**config.mk**
```make
export PLATFORM = sky130hd
export DESIGN_NAME = store_buffer
export DESIGN_NICKNAME = d
export VERILOG_FILES = /design/src/rtl/store_buffer.sv
export SDC_FILE = /design/constraint.sdc
export NUM_CORES = 1
export LEC_CHECK = 0
export CORE_MARGIN = 2
export CORE_UTILIZATION = 58
export DETAILED_ROUTE_END_ITERATION = 10
export MAX_ROUTING_LAYER = met4
export PLACE_DENSITY = 0.83
export REMOVE_ABC_BUFFERS = 1
export SLEW_MARGIN = 20
export SYNTH_ARGS = -nofsm -noshare
export SYNTH_HDL_FRONTEND = slang
export SYNTH_SLANG_ARGS = --single-unit
```
**constraint.sdc**
```tcl
create_clock -name clk -period 7.3 [get_ports clk]
set_input_delay 0.73 -clock clk [delete_from_list [all_inputs] [get_ports clk]]
set_output_delay 0.73 -clock clk [all_outputs]
set_load 0.02 [all_outputs]
```
**src/rtl/store_buffer.sv**
```systemverilog
// FIFO of pending core stores retired to data memory one per load-free cycle; loads overlapping a pending store stall.
// Store-to-write latency >= 1 cycle (no empty bypass); st_ready depends only on the registered count.
module store_buffer #(
  parameter int DEPTH  = 4,
  parameter int ADDR_W = 32
) (
  input  logic              clk,
  input  logic              rst,
  input  logic              st_valid,
  output logic              st_ready,
  input  logic [ADDR_W-1:0] st_addr,
  input  logic [31:0]       st_data,
  input  logic [1:0]        st_snb,
  input  logic              ld_req,
  input  logic [ADDR_W-1:0] ld_addr,
  input  logic [1:0]        ld_snb,
  input  logic              ld_uns,
  output logic              ld_stall,
  output logic [31:0]       ld_data,
  output logic              mem_we,
  output logic [ADDR_W-1:0] mem_a,
  output logic [31:0]       mem_wd,
  output logic [1:0]        mem_snb,
  input  logic [31:0]       mem_rd,
  output logic              empty
);
  localparam int PW = $clog2(DEPTH);
  localparam int CW = PW + 1;

  typedef struct packed {
    logic [ADDR_W-1:0] addr;
    logic [31:0]       data;
    logic [1:0]        snb;
  } entry_t;

  function automatic logic [2:0] nbytes(input logic [1:0] snb);
    case (snb)
      2'b00:   nbytes = 3'd1;
      2'b01:   nbytes = 3'd2;
      2'b10:   nbytes = 3'd4;
      default: nbytes = 3'd0;
    endcase
  endfunction

  entry_t          ent_q [DEPTH];
  entry_t          head;
  logic [PW-1:0]   wptr;
  logic [PW-1:0]   rptr;
  logic [CW-1:0]   count;
  logic            enq;
  logic            drain;
  logic [DEPTH-1:0] ovl;
  logic [ADDR_W:0] ld_lo;
  logic [ADDR_W:0] ld_hi;

  assign st_ready = (count < CW'(DEPTH));
  assign empty    = (count == '0);
  assign enq      = st_valid & st_ready & ~rst;
  assign head     = ent_q[rptr];

  // Range compare carried in ADDR_W+1 bits so an access at the top of memory never wraps.
  assign ld_lo = {1'b0, ld_addr};
  assign ld_hi = ld_lo + {{(ADDR_W-2){1'b0}}, nbytes(ld_snb)};

  for (genvar i = 0; i < DEPTH; i++) begin : g_ovl
    logic [PW-1:0]   ofs;
    logic [2:0]      e_n;
    logic [ADDR_W:0] e_lo;
    logic [ADDR_W:0] e_hi;
    assign ofs  = PW'(i) - rptr;
    assign e_n  = nbytes(ent_q[i].snb);
    assign e_lo = {1'b0, ent_q[i].addr};
    assign e_hi = e_lo + {{(ADDR_W-2){1'b0}}, e_n};
    assign ovl[i] = ({1'b0, ofs} < count) && (e_n != 3'd0) && (ld_lo < e_hi) && (e_lo < ld_hi);
  end

  assign ld_stall = ld_req & ~rst & (|ovl);
  assign drain    = (count != '0) & (~ld_req | ld_stall) & ~rst;

  always_ff @(posedge clk) begin
    if (rst) begin
      wptr  <= '0;
      rptr  <= '0;
      count <= '0;
    end else begin
      if (enq)   wptr <= wptr + 1'b1;
      if (drain) rptr <= rptr + 1'b1;
      count <= count + CW'(enq) - CW'(drain);
    end
  end

  always_ff @(posedge clk) begin
    if (enq) ent_q[wptr] <= '{addr: st_addr, data: st_data, snb: st_snb};
  end

  always_comb begin
    mem_we  = drain;
    mem_a   = '0;
    mem_wd  = '0;
    mem_snb = 2'b00;
    if (drain) begin
      mem_a   = head.addr;
      mem_wd  = head.data;
      mem_snb = head.snb;
    end else if (ld_req) begin
      mem_a   = ld_addr;
      mem_snb = ld_snb;
    end
  end

  always_comb begin
    case (ld_snb)
      2'b00:   ld_data = {{24{~ld_uns & mem_rd[7]}}, mem_rd[7:0]};
      2'b01:   ld_data = {{16{~ld_uns & mem_rd[15]}}, mem_rd[15:0]};
      2'b10:   ld_data = mem_rd;
      default: ld_data = '0;
    endcase
  end
endmodule

```
==> results.yml <==
worst_setup_path:
  cp.arrival_ns: 6.34
  worstPathMaxFanout: 4
  critPathCaptureType: "output port"
  cp.required_ns: 6.57
  r2r_start: "ent_q[1][1]"
  slowest_stage: "clkdlybuf4s50_1"
  cp_slowest_stage_delay_ns: 0.68
  r2r_slack_ns: 0.74
  cp_common_cell: "buf_4"
  criticalPathCategory: "in2out"
  reg2reg_depth: 31
  reg2reg_to: "count[2]"
  start_kind: "input port"
yosys:
  synthCells: 1690
  yosysUniqueCellTypes: 68
  synth_seq_cells: 273
  synth-edff-count: 264
  syn_area_sq_mm: 0.0198
  synth.yosys.seq_area_share_pct: 40.9
  async_flop_share_pct: 0
  syn_avg_cell_area_sq_um: 11.7
  synth_flop_cell: "edfxtp_1"
  ys_warn_count: 0
sta:
  worstMarginPinSlew_ns: 1.12
  finalSetupViolCount: 0
  slew_viol_final: 0
  period_share_pct: 96.9
  fmax_mhz: 141
  skew_ns: 0.0101
  hold_viol: 0
  worst_slack_ns: 0.229
  fin_crit_ns: 7.07
  slew-limit-headroom_pct: 25.1
cts:
  cts_made_buffers: 28
  cts_htree_levels: 1
  root_buffer: "clkbuf_16"
  clock_path_buffers: 3
  worst_skew_pair.late_latency_ns: 0.54
  clk_pin_slew_ns: 0.06
  tritoncts: "done"
  hold_buffers: 0
  cts.sinks: 273
floorplanning:
  die_h_um: 189
  start_util_pct: 59.0
  num_rows: 67
  chipWidth_um: 189
  coreArea_sq_mm: 0.0336
  dieArea_sq_mm: 0.0357
  num_io_pins: 239
final_layout:
  fin_util_pct: 73.1
  area_growth_pct: 23.9
  seq_area_sq_mm: 0.00812
  multi_input_area_sq_mm: 0.0114
  nFillCells: 2273
  fin_nets: 2438
  layout-drive-gt1-share_pct: 13.3
run_status:
  status: "complete, no violations"
global_routing:
  antenna_found_initial: 2
  grtUsageTotal_pct: 36.3
  grt_pass1_vias: 15722
  grt_max_degree: 67
  grt-ovfl-total: 0
  grt_pass1_wl_um: 93700
route:
  vias: 16041
  viasPerCell: 6.43
  avgRoutedWirePerCell_um: 25.4
  drt_first_pass_iters: 5
  first_iter_violations: 1594
  wl_um: 63400
  drc: 0
  final_antenna_net_count: 0
place:
  dp_hpwl_um: 48100
  port_buffers: 238
  post-place-ws_ns: -0.192
  place_congestion: 1.06
worst_hold_path:
  min_path_type: "reg2reg"
  min_to: "wptr[1]"
  hold_path.startpoint: "wptr[1]"
  worstHoldPathCells: 2
pwr:
  p_leak_nw: 10.1
  powerDensity_mw_per_mm2: 225
  max-vdd-ir-drop_uv: 324
flow_run:
  maxCapViolations: 0
cell type report:
cell class	count	share of cell area [%]
antenna	2	0.0204
clock buffer	39	3.31
clock inverter	12	0.693
inverter	60	0.917
multi-input combinational	1323	46.3
sequential	273	33.0
tap	448	2.28
timing repair buffer	336	13.4
placed cells by master (no fill, tap or decap), drive strengths merged, types with 23 or more instances in the layout:
cell           Yosys  routed
a21o              48      48
a21oi            120     120
and2              44      44
and3              23      23
buf                9      98
clkbuf            25      39
clkdlybuf4s50      0     171
dlymetal6s2s       0      60
edfxtp           264     264
ha               273     273
inv               60      62
mux4              66      66
nand2            130     130
nand3             64      64
nand4             67      67
nor2              74      74
nor2b             27      27
nor3              25      25
o21ai             51      51
o2bb2ai           35      35
xnor2             75      75
xor2              79      79
worst max-delay path, delay by kind of cell:
family	cells	cell delay [ns]
AOI/OAI and AO/OA	9	1.81
adders and majority gates	3	0.81
xor gates and xnor gates	1	0.28
buffers and inverters	7	1.95
and+or+nand+nor	5	0.76
cell usage after synthesis (7+ instances only):
cell type	instances	share of area, %
nand2_1	130	2.5
nor2b_1	27	0.85
o21ai_0	51	1.3
clkbuf_1	23	0.44
mux4_2	66	7.5
nand4_1	66	2.1
and4_1	13	0.57
nor3_1	25	0.63
inv_1	60	1.1
a211oi_1	13	0.49
o2bb2ai_2	28	2.1
nand2b_1	14	0.44
nand3_1	64	1.6
xnor2_1	75	3.3
ha_1	273	17
and3_1	23	0.73
nor4_1	9	0.28
nor2_1	74	1.4
edfxtp_1	264	40
xor2_1	79	3.5
dfxtp_1	9	0.91
a21o_1	48	1.8
o2bb2ai_1	7	0.31
a21oi_1	120	3.0
and2_1	43	1.4
metrics by stage:
step	cells	setup TNS, ns	instance area (sq um)	power, mW	hold WS [ns]
after floorplan	1656	0	19600	3.15	0.506
after global placement	2438	-0.171	23300	3.97	0.523
after detailed placement	2438	-5.55	23300	4.03	0.573
after CTS	2490	0	24300	5.53	0.586
after global routing	2493	-0.0541	24600	5.73	0.625
final	2493	0	24600	5.52	0.587
layer usage:
metal	vias up	share of wire (%)	GRT usage, %	wire length, um
li1	7210	-	-	-
met1	7800	40	48.7	25500
met2	883	45	53.7	28300
met3	148	12	10.4	7490
met4	0	3.2	10.8	2040
met5	-	0	-	0
kinds of logic after synthesis:
kind of cell	after synthesis	share of synthesized area, %
AND/OR/NAND/NOR	502	13.0
AO/OA/AOI/OAI	319	11.6
multiplexers	69	7.67
XOR/XNOR	154	6.80
flip-flops	273	40.9
adder cells (fa/ha/maj)	279	17.8
buffers and inverters	94	2.10
what timing repair did:
| action | CTS | global route |
|---|---|---|
| endpoints found under the hold margin | 0 | 0 |
| pin swaps | 1 | 1 |
| buffers inserted | 1 | 1 |
| cloned | 0 | 0 |
| gates resized for setup | 11 | 74 |
| endpoints found under the setup margin | 66 | 68 |
power by group:
part | switching [mW] | leakage [nW] | internal (mW)
Clock | 0.594 | 0.476 | 0.917
Sequential | 0.181 | 2.47 | 1.82
Combinational | 1.05 | 7.20 | 0.957
worst max path at each step:
stage                         start   endpoint  slack (ns)
after floorplan           ld_snb[1]   count[2]        0.22
after global placement    ld_snb[1]  mem_wd[8]       -0.01
after detailed placement  ld_snb[1]   count[2]       -0.19
after CTS                 ld_snb[1]  mem_a[19]        0.02
after global routing      ld_snb[1]  mem_a[15]       -0.02
final                     ld_snb[1]   ld_stall        0.23
sequential cells by signal, indices dropped and copies added (netlist names), named ones only:
name   flops
ent_q    264
wptr       2
rptr       2
count      3
No activity file was read; power rests on OpenSTA's default activity.
